<file path="config.mk">
export PLATFORM = sky130hd
export DESIGN_NAME = serial_subtractor_8b
export DESIGN_NICKNAME = d
export VERILOG_FILES = /design/src/rtl/serial_subtractor_8b.sv
export SDC_FILE = /design/constraint.sdc
export NUM_CORES = 1
export LEC_CHECK = 0
export CAP_MARGIN = 0
export CORE_ASPECT_RATIO = 1.75
export CORE_MARGIN = 5
export CORE_UTILIZATION = 40
export CTS_CLUSTER_SIZE = 12
export DETAILED_ROUTE_END_ITERATION = 10
export HOLD_SLACK_MARGIN = 0.02
export PLACE_DENSITY = 0.69
export SKIP_LAST_GASP = 1
export SLEW_MARGIN = 20
export SYNTH_ARGS = -nofsm -noshare
export SYNTH_HDL_FRONTEND = slang
export SYNTH_SLANG_ARGS = --single-unit
</file>
<file path="constraint.sdc">
create_clock -name clk -period 1.66 [get_ports clk]
set_input_delay 0.332 -clock clk [delete_from_list [all_inputs] [get_ports clk]]
set_output_delay 0.332 -clock clk [all_outputs]
set_load 0.01 [all_outputs]
</file>
<file path="src/rtl/serial_subtractor_8b.sv">
// Bit-serial two's-complement subtractor: diff = a - b - bin, one bit per
// clock LSB first, through one full-subtractor cell and a borrow flop.
module serial_subtractor_8b #(
  parameter int WIDTH = 8
) (
  input  logic             clk,
  input  logic             rst_n,
  input  logic             start,
  input  logic [WIDTH-1:0] a,
  input  logic [WIDTH-1:0] b,
  input  logic             bin,
  output logic             ready,
  output logic             busy,
  output logic             done,
  output logic [WIDTH-1:0] diff,
  output logic             bout,
  output logic             zero,
  output logic             neg,
  output logic             ovf,
  output logic [1:0]       dbg_state
);

  localparam int CW = $clog2(WIDTH);
  localparam logic [CW-1:0] LAST = CW'(WIDTH - 1);

  typedef enum logic [1:0] {
    S_IDLE = 2'd0,
    S_RUN  = 2'd1,
    S_DONE = 2'd2
  } state_t;

  state_t           state_q, state_d;
  logic [WIDTH-1:0] a_sr_q, a_sr_d;
  logic [WIDTH-1:0] b_sr_q, b_sr_d;
  logic [WIDTH-1:0] res_q, res_d;
  logic             brw_q, brw_d;
  logic [CW-1:0]    cnt_q, cnt_d;
  logic             amsb_q, amsb_d;
  logic             bmsb_q, bmsb_d;
  logic [WIDTH-1:0] diff_q, diff_d;
  logic             bout_q, bout_d;
  logic             zero_q, zero_d;
  logic             neg_q, neg_d;
  logic             ovf_q, ovf_d;

  // Full-subtractor cell on the current LSBs of the operand shift registers.
  logic             a_bit, b_bit, d_bit, brw_nxt;
  logic [WIDTH-1:0] res_shift;

  always_comb begin
    a_bit     = a_sr_q[0];
    b_bit     = b_sr_q[0];
    d_bit     = a_bit ^ b_bit ^ brw_q;
    brw_nxt   = (~a_bit & b_bit) | (~(a_bit ^ b_bit) & brw_q);
    res_shift = {d_bit, res_q[WIDTH-1:1]};
  end

  // Handshake: start is taken only on an edge where ready=1 (IDLE); inputs
  // are captured at that edge. done is a one-cycle pulse marking the cycle
  // in which diff and the flags first show the new result; they then hold
  // until the next done.
  always_comb begin
    state_d = state_q;
    a_sr_d  = a_sr_q;
    b_sr_d  = b_sr_q;
    res_d   = res_q;
    brw_d   = brw_q;
    cnt_d   = cnt_q;
    amsb_d  = amsb_q;
    bmsb_d  = bmsb_q;
    diff_d  = diff_q;
    bout_d  = bout_q;
    zero_d  = zero_q;
    neg_d   = neg_q;
    ovf_d   = ovf_q;
    case (state_q)
      S_IDLE: begin
        if (start) begin
          a_sr_d  = a;
          b_sr_d  = b;
          brw_d   = bin;
          cnt_d   = '0;
          res_d   = '0;
          amsb_d  = a[WIDTH-1];
          bmsb_d  = b[WIDTH-1];
          state_d = S_RUN;
        end
      end
      S_RUN: begin
        a_sr_d = a_sr_q >> 1;
        b_sr_d = b_sr_q >> 1;
        brw_d  = brw_nxt;
        res_d  = res_shift;
        if (cnt_q == LAST) begin
          // Last bit: all result outputs update together from the final cell.
          diff_d  = res_shift;
          bout_d  = brw_nxt;
          zero_d  = (res_shift == '0);
          neg_d   = d_bit;
          ovf_d   = (amsb_q ^ bmsb_q) & (amsb_q ^ d_bit);
          state_d = S_DONE;
        end else begin
          cnt_d = cnt_q + CW'(1);
        end
      end
      S_DONE: begin
        state_d = S_IDLE;
      end
      default: begin
        state_d = S_IDLE;
      end
    endcase
  end

  always_ff @(posedge clk or negedge rst_n) begin
    if (!rst_n) begin
      state_q <= S_IDLE;
      a_sr_q  <= '0;
      b_sr_q  <= '0;
      res_q   <= '0;
      brw_q   <= 1'b0;
      cnt_q   <= '0;
      amsb_q  <= 1'b0;
      bmsb_q  <= 1'b0;
      diff_q  <= '0;
      bout_q  <= 1'b0;
      zero_q  <= 1'b0;
      neg_q   <= 1'b0;
      ovf_q   <= 1'b0;
    end else begin
      state_q <= state_d;
      a_sr_q  <= a_sr_d;
      b_sr_q  <= b_sr_d;
      res_q   <= res_d;
      brw_q   <= brw_d;
      cnt_q   <= cnt_d;
      amsb_q  <= amsb_d;
      bmsb_q  <= bmsb_d;
      diff_q  <= diff_d;
      bout_q  <= bout_d;
      zero_q  <= zero_d;
      neg_q   <= neg_d;
      ovf_q   <= ovf_d;
    end
  end

  assign ready     = (state_q == S_IDLE);
  assign busy      = (state_q == S_RUN);
  assign done      = (state_q == S_DONE);
  assign diff      = diff_q;
  assign bout      = bout_q;
  assign zero      = zero_q;
  assign neg       = neg_q;
  assign ovf       = ovf_q;
  assign dbg_state = state_q;

endmodule

</file>
==> results.md, run 1 <==
* Status: completed
* Total power at 4440 uW
* CP required at 1.33 ns
* P_leak at 0.00122 uW
* Core Region at 4670 um^2
* Gr usage total at 12.7%
* Die width at 62.5 um
* Max_cap viols at 0
* Initial DRC Count at 25
* Async set-reset flop share out of synthesis at 100%
* Overall routed net length at 3.81 mm
* FMAX at 619 MHz
* #FFs+latches synth at 42
* I/O pin cnt at 37
* CTS max path bufs at 2
* Clock latency on the worst-skew pair at 0.29 ns
* Synth Flop Type: dfrtp_1
* Hold/Removal Path Class: input port to asynchronous set/reset pin
* Fin util at 54.4%
* Slew margin rel. at 64.2%
* Effective utilization at floorplan at 41.3%
* Port bufs at 36
* Synthesized instance count at 163
* Hold Buf Count CTS at 0
* Switching share of total power at 33.4%
* Dpl hpwl at 2.74 mm
* H-tree depth at 2
* Area share of the largest cell type after synthesis at 54.5%
* Slew Limit Fails at 0
* Smallest hold slack at 0.0967 ns
* Mapped cell area at 1930 um^2
* Register area share after synthesis at 54.5%
* Final net count at 236
* Number of diodes at 0
* Clk_skew at 0.00578 ns
* PD cells at 1750 nW/um^2
* Mapped Nets at 187
* Power share of the clock group at 17.8%
* RSZ-0062 raised after global routing: yes
* Final period util at 97.4%
* Clock period minus worst slack at 1.62 ns
* Most common library cells after synthesis: dfrtp_1, nand2_1, o21ai_1
* Clk sink count at 42
* Crit path DAT at 1.28 ns
* Initial antenna violation count at 0
* Final setup violating endpoints at 0
* Syn Area/Cell at 11.8 um^2
* Die footprint at 6360 um^2
* Total gr overflow at 0
* Clk slew on worst S/H paths at 0.08 ns
* Number of global-route vias before repair at 1,326
* Final Hold Vio Count at 0
* Synthesis-to-layout area growth at 31.8%
* Sequential share of power at 39.5%
* CP Launch Type: flip-flop
* CP endpoint kind: primary output
* Largest cells by area after synthesis: dfrtp_1, mux2i_1, o21ai_1
* Largest net degree at the start of global routing at 43
* Fillcell total at 407
* Internal power at 2960 uW
* Via density per instance at 4.95
* First-pass GRT wire length at 6.44 mm
* Distinct cells, synth at 31
* # rows at 33
* Initial DRT Pass Iterations at 3
* Net Switching at 1490 uW
* Kind of critical path: flip-flop to primary output
* EDFF count, synth at 0
* Num CTS Buffers at 5
* CTS root buf: clkbuf_8
* Final ANT Viol Nets at 0
* Die H at 102 um
* DRC violations left at 0
* Synth area leader: dfrtp_1
* Post-DR wirelength/cell at 14.4 um
* Most frequent cell after synthesis: dfrtp_1
* Worst-path fanout max at 4
* Yosys warns at 0
* VDD IR-drop max at 1120 uV
* CTS tree: done
* Worst-Margin Slew at 0.537 ns
* GP Congestion at 0.760
* Vias at 1,312
* Logic pwr share at 42.7%
* Fraction of layout cells with a size suffix above 1 at 18.8%
kinds of logic after synthesis:
kind of cell | after synthesis | share of synthesized area (%)
simple gates | 40 | 11.1
mux | 25 | 14.3
fa+ha+maj | 4 | 3.38
compound gates | 36 | 12.1
flops | 42 | 54.5
buf+inv | 16 | 4.61
worst max-delay path: stages (launching register included):
cell           delay [ns]
dfrtp_2              0.45
buf_12               0.14
nor2_1               0.12
dlygate4sd2_1        0.28
worst paths after layout:
path / from / endpoint / slack (ns) / cells after the start
max: dbg_state[0] / ready / 0.04 / 3
max in group asynchronous: rst_n / dbg_state[0] / 1.17 / 2
min: rst_n / a_sr_q[5] / 0.1 / 2
min reg2reg: zero / zero / 0.49 / 2
max reg2reg: cnt_q[0] / cnt_q[0] / 0.09 / 5
min in group clk: zero / zero / 0.49 / 2
area by class of cell:
class	count	area (um^2)	area share, %
inverter	7	26.3	1.03
clock buffer	5	68.8	2.71
tap	52	65.1	2.56
timing repair buffer	51	492	19.4
multi-input combinational	105	795	31.3
sequential	42	1050	41.4
clock inverter	3	40.0	1.58
metrics by stage:
step / TNS (ns) / instance area (um^2) / setup WS (ns) / instances
6_report: 0 / 2540 / 0.0439 / 265
5_1_grt: -0.0122 / 2540 / -0.0122 / 265
4_1_cts: 0 / 2510 / 0.00233 / 264
3_5_place_dp: 0 / 2390 / 0.0326 / 254
3_3_place_gp: 0 / 2390 / 0.0693 / 254
2_1_floorplan: 0 / 1930 / 0.0810 / 163
power groups by stage:
stage	sequential (uW)	clock (uW)	combinational, uW
6_report	1760	792	1900
4_1_cts	1770	820	1860
3_5_place_dp	1800	0	1840
5_1_grt	1820	865	2100
3_3_place_gp	1780	0	1800
2_1_floorplan	1760	0	1160
registers in the layout, summed over array words and instances, names as in the netlist:
register   flops
bmsb_q         1
bout           1
cnt_q          3
zero           1
ovf            1
res_q          7
brw_q          1
diff           8
amsb_q         1
b_sr_q         8
a_sr_q         8
dbg_state      2
cell usage in the layout, fill, tap and decap left out:
master,instances
clkinv_2,2
nand2b_2,1
a21oi_1,6
fa_1,2
nand2b_4,1
clkbuf_8,5
buf_12,2
o21bai_4,1
a21oi_4,1
nand2_1,22
dlygate4sd2_1,4
ha_1,2
a211oi_1,1
o21ai_0,3
buf_4,12
dfrtp_1,41
buf_6,1
a22o_1,6
o21ai_1,17
dfrtp_2,1
a22oi_1,1
inv_1,6
nor4_1,2
nor2b_2,1
and3b_1,2
mux2_2,5
mux2_4,3
inv_2,1
nor2_1,3
bufinv_16,1
nor3b_1,1
nand3b_4,1
nor2b_1,4
mux2_1,3
and2b_1,1
nand2b_1,1
mux2i_1,14
clkdlybuf4s50_1,31
buf_2,1
per-layer routing:
| metal | vias up | wire length [um] | global-route usage (%) |
|---|---|---|---|
| met5 | - | 0 | 0 |
| met4 | 0 | 68 | 4.90 |
| met3 | 6 | 144 | 2.42 |
| met2 | 24 | 2020 | 22.8 |
| met1 | 626 | 1570 | 15.0 |
| li1 | 656 | - | - |
timing repair:
action	4_1_cts	5_1_grt
gates resized for setup	5	2
buffers inserted	2	1
setup endpoints to repair	5	4
No activity file was read; power rests on OpenSTA's default activity.
==> inputs of run 2 (changes only) <==
HOLD_SLACK_MARGIN = 0.06   (was 0.02)
clock period = 1.4 ns   (was 1.66 ns; I/O delays follow)
==> run 2 against run 1 <==
Against the previous run:
- the flow now finishes with violations (negative setup slack)
- register-to-register slack worse by 0.18 ns
- cell area up 2.9%
- hold slack better by 0.39 ns
- routed wire length up 3.0%
- combinational power up 24%
- clock skew down 0.0019 ns
- sequential share of layout area down 1.1 points
- cell count up 3.0%
- setup slack worse by 0.14 ns
- core utilization up 1.6 points
- critical endpoint is now busy
- highest routed layer unchanged
==> results.md, run 2 (same netlist as run 1, synthesis figures left out) <==
* Internal power at 3410 uW (was 2960 uW)
* Final period util at 107%
* Core Region at 4670 um^2 (unchanged)
* Largest net degree at the start of global routing at 43 (unchanged)
* Leading cell types in the layout, fill and taps excluded: dfrtp_1, nand2_1, clkdlybuf4s50_1 (was dfrtp_1, clkdlybuf4s50_1, nand2_1)
* CP required at 1.12 ns (was 1.33 ns)
* PD cells at 2010 nW/um^2 (was 1750 nW/um^2)
* Crit path max-delay cell type: dfrtp_2 (unchanged)
* Fin util at 56.0% (was 54.4%)
* Crit path DAT at 1.21 ns (was 1.28 ns)
* Post-route cell area at 2610 um^2 (was 2540 um^2)
* Gr usage total at 13.2% (was 12.7%)
* Critical-path cell list: nand2b_2 -> inv_2 -> clkdlybuf4s15_1 (was buf_12 -> nor2_1 -> dlygate4sd2_1)
* Reg2Reg Setup Slack at -0.09 ns (was 0.09 ns)
* Initial DRT Pass Iterations at 2 (was 3)
* Post-DR wirelength/cell at 14.4 um (about the same)
* FMAX at 670 MHz
* Initial DRC Count at 11 (was 25)
* Logic pwr share at 44.7% (was 42.7%)
* Placed instance area at 2460 um^2 (was 2390 um^2)
* H-tree depth at 2 (unchanged)
* CTS tree: done (unchanged)
* Total gr overflow at 0 (unchanged)
* Switching share of total power at 35.0% (was 33.4%)
* CTS root buf: clkbuf_8 (unchanged)
* Slew Limit Fails at 0 (unchanged)
* Synthesis-to-layout area growth at 35.6% (was 31.8%)
* Number of diodes at 0 (unchanged)
* P_leak at 0.00129 uW (was 0.00122 uW)
* Final ANT Viol Nets at 0 (unchanged)
* Worst-path fanout max at 4 (unchanged)
* Final setup violating endpoints at 14 (was 0)
* CP Launch Type: flip-flop (unchanged)
* CTS max path bufs at 2 (unchanged)
* Sequential share of power at 39.8% (was 39.5%)
* Power share of the clock group at 15.4% (was 17.8%)
* Commonest non-fill, non-tap cell in the layout: dfrtp_1 (unchanged)
* Dpl hpwl at 2.86 mm (was 2.74 mm)
* Fraction of layout cells with a size suffix above 1 at 26.7% (was 18.8%)
* # rows at 33 (unchanged)
* Number of global-route vias before repair at 1,453 (was 1,326)
* Max incr delay on CP at 0.42 ns (was 0.45 ns)
* Worst-Margin Slew at 0.230 ns (was 0.537 ns)
* Max_cap viols at 0 (unchanged)
* Final WS setup at -0.0934 ns (was 0.0439 ns)
* VDD IR-drop max at 900 uV (was 1120 uV)
* Effective utilization at floorplan at 41.3% (unchanged)
* GP Congestion at 0.758 (was 0.760)
* Overall routed net length at 3.92 mm (was 3.81 mm)
* Num CTS Buffers at 5 (unchanged)
* Clk slew on worst S/H paths at 0.08 ns (about the same)
* Net Switching at 1840 uW (was 1490 uW)
* Die H at 102 um (unchanged)
* Die footprint at 6360 um^2 (unchanged)
* Final Hold Vio Count at 0 (unchanged)
* Port bufs at 36 (unchanged)
* RSZ-0062 raised after global routing: yes (unchanged)
* First-pass GRT wire length at 6.69 mm (was 6.44 mm)
* Final net count at 244 (was 236)
* Smallest hold slack at 0.483 ns (was 0.0967 ns)
* Clk_skew at 0.00383 ns (was 0.00578 ns)
* DRC violations left at 0 (unchanged)
* Clock period minus worst slack at 1.49 ns
* Clock latency on the worst-skew pair at 0.29 ns (about the same)
* Initial antenna violation count at 0 (unchanged)
* I/O pin cnt at 37 (unchanged)
* Via density per instance at 5.01 (was 4.95)
* Failing checks: negative setup slack
* Clk sink count at 42 (unchanged)
* Kind of critical path: flip-flop to primary output (unchanged)
* Die width at 62.5 um (unchanged)
* Status: finished, violations left (was completed)
* CP endpoint kind: primary output (unchanged)
* Slew margin rel. at 84.7% (was 64.2%)
* Hold/Removal Path Class: input port to asynchronous set/reset pin (unchanged)
* Vias at 1,369 (was 1,312)
run 2: cell types whose count changed in the layout (fill, tap and decap cells not counted), moves of 3 or more:
cell / change
mux2_1: -3
mux2_4: +3
clkdlybuf4s50_1: -13
buf_4: +4
dlygate4sd2_1: +9
run 2: final cells by class:
type	instances	area [um^2]
well taps	52	65.1
fillers	416	2050
repair buffers	59	533
clock inverters	2	12.5
flip-flops and latches	42	1050
multi-input cells	105	840
inverters	7	26.3
clock buffers	6	82.6
run 2: metal layers:
| metal | part of all wire [%] | vias up | global-route usage, % |
|---|---|---|---|
| met2 | 55 | 25 | 23.9 |
| met5 | 0 | - | 0 |
| met4 | 1.8 | 0 | 5.72 |
| met3 | 3.9 | 6 | 2.64 |
| li1 | - | 668 | - |
| met1 | 39 | 670 | 14.9 |
run 2: final timing paths:
path                         startpoint           end  cells past startpoint
max reg2reg                    cnt_q[0]      cnt_q[0]                      5
max in group asynchronous         rst_n  dbg_state[0]                      3
max                        dbg_state[1]          busy                      3
min in group clk                   bout          bout                      2
min                               rst_n       diff[7]                      3
min reg2reg                        bout          bout                      2
run 2: power by group through the flow:
stage	clock network [uW]	registers, uW	logic (uW)
global placement	0	2090	2300
floorplan	0	2100	1430
finish	810	2090	2350
global route	871	2170	2600
CTS	836	2100	2300
detailed placement	0	2120	2370
run 2: critical path: cells and delay by family, from the launching register on:
| kind | cells | cell delay, ns |
|---|---|---|
| flip-flops | 1 | 0.42 |
| buffers and inverters | 2 | 0.31 |
| AND/OR/NAND/NOR | 1 | 0.19 |
run 2: metrics by stage:
step                instances  setup TNS, ns  total power [uW]  worst slack [ns]
floorplan                 163        -0.0833              3530           -0.0833
global placement          260          -1.79              4390            -0.169
detailed placement        260          -2.88              4490            -0.181
CTS                       269         -0.717              5230            -0.103
global route              273          -1.47              5650            -0.141
finish                    273         -0.579              5250           -0.0934
run 2: what timing repair did:
action | 4_1_cts | 5_1_grt
hold endpoints to repair | 42 | 0
hold buffers | 1 | 0
gates resized for setup | 27 | 11
pin swaps | 4 | 1
cloned | 0 | 1
buffers inserted | 1 | 3
endpoints found under the setup margin | 34 | 31
==> inputs of run 3 (changes only) <==
GPL_ROUTABILITY_DRIVEN = 0   (was not set)
==> results of run 3 <==
Same layout as run 2: the final DEF is identical, and so are final timing and power.
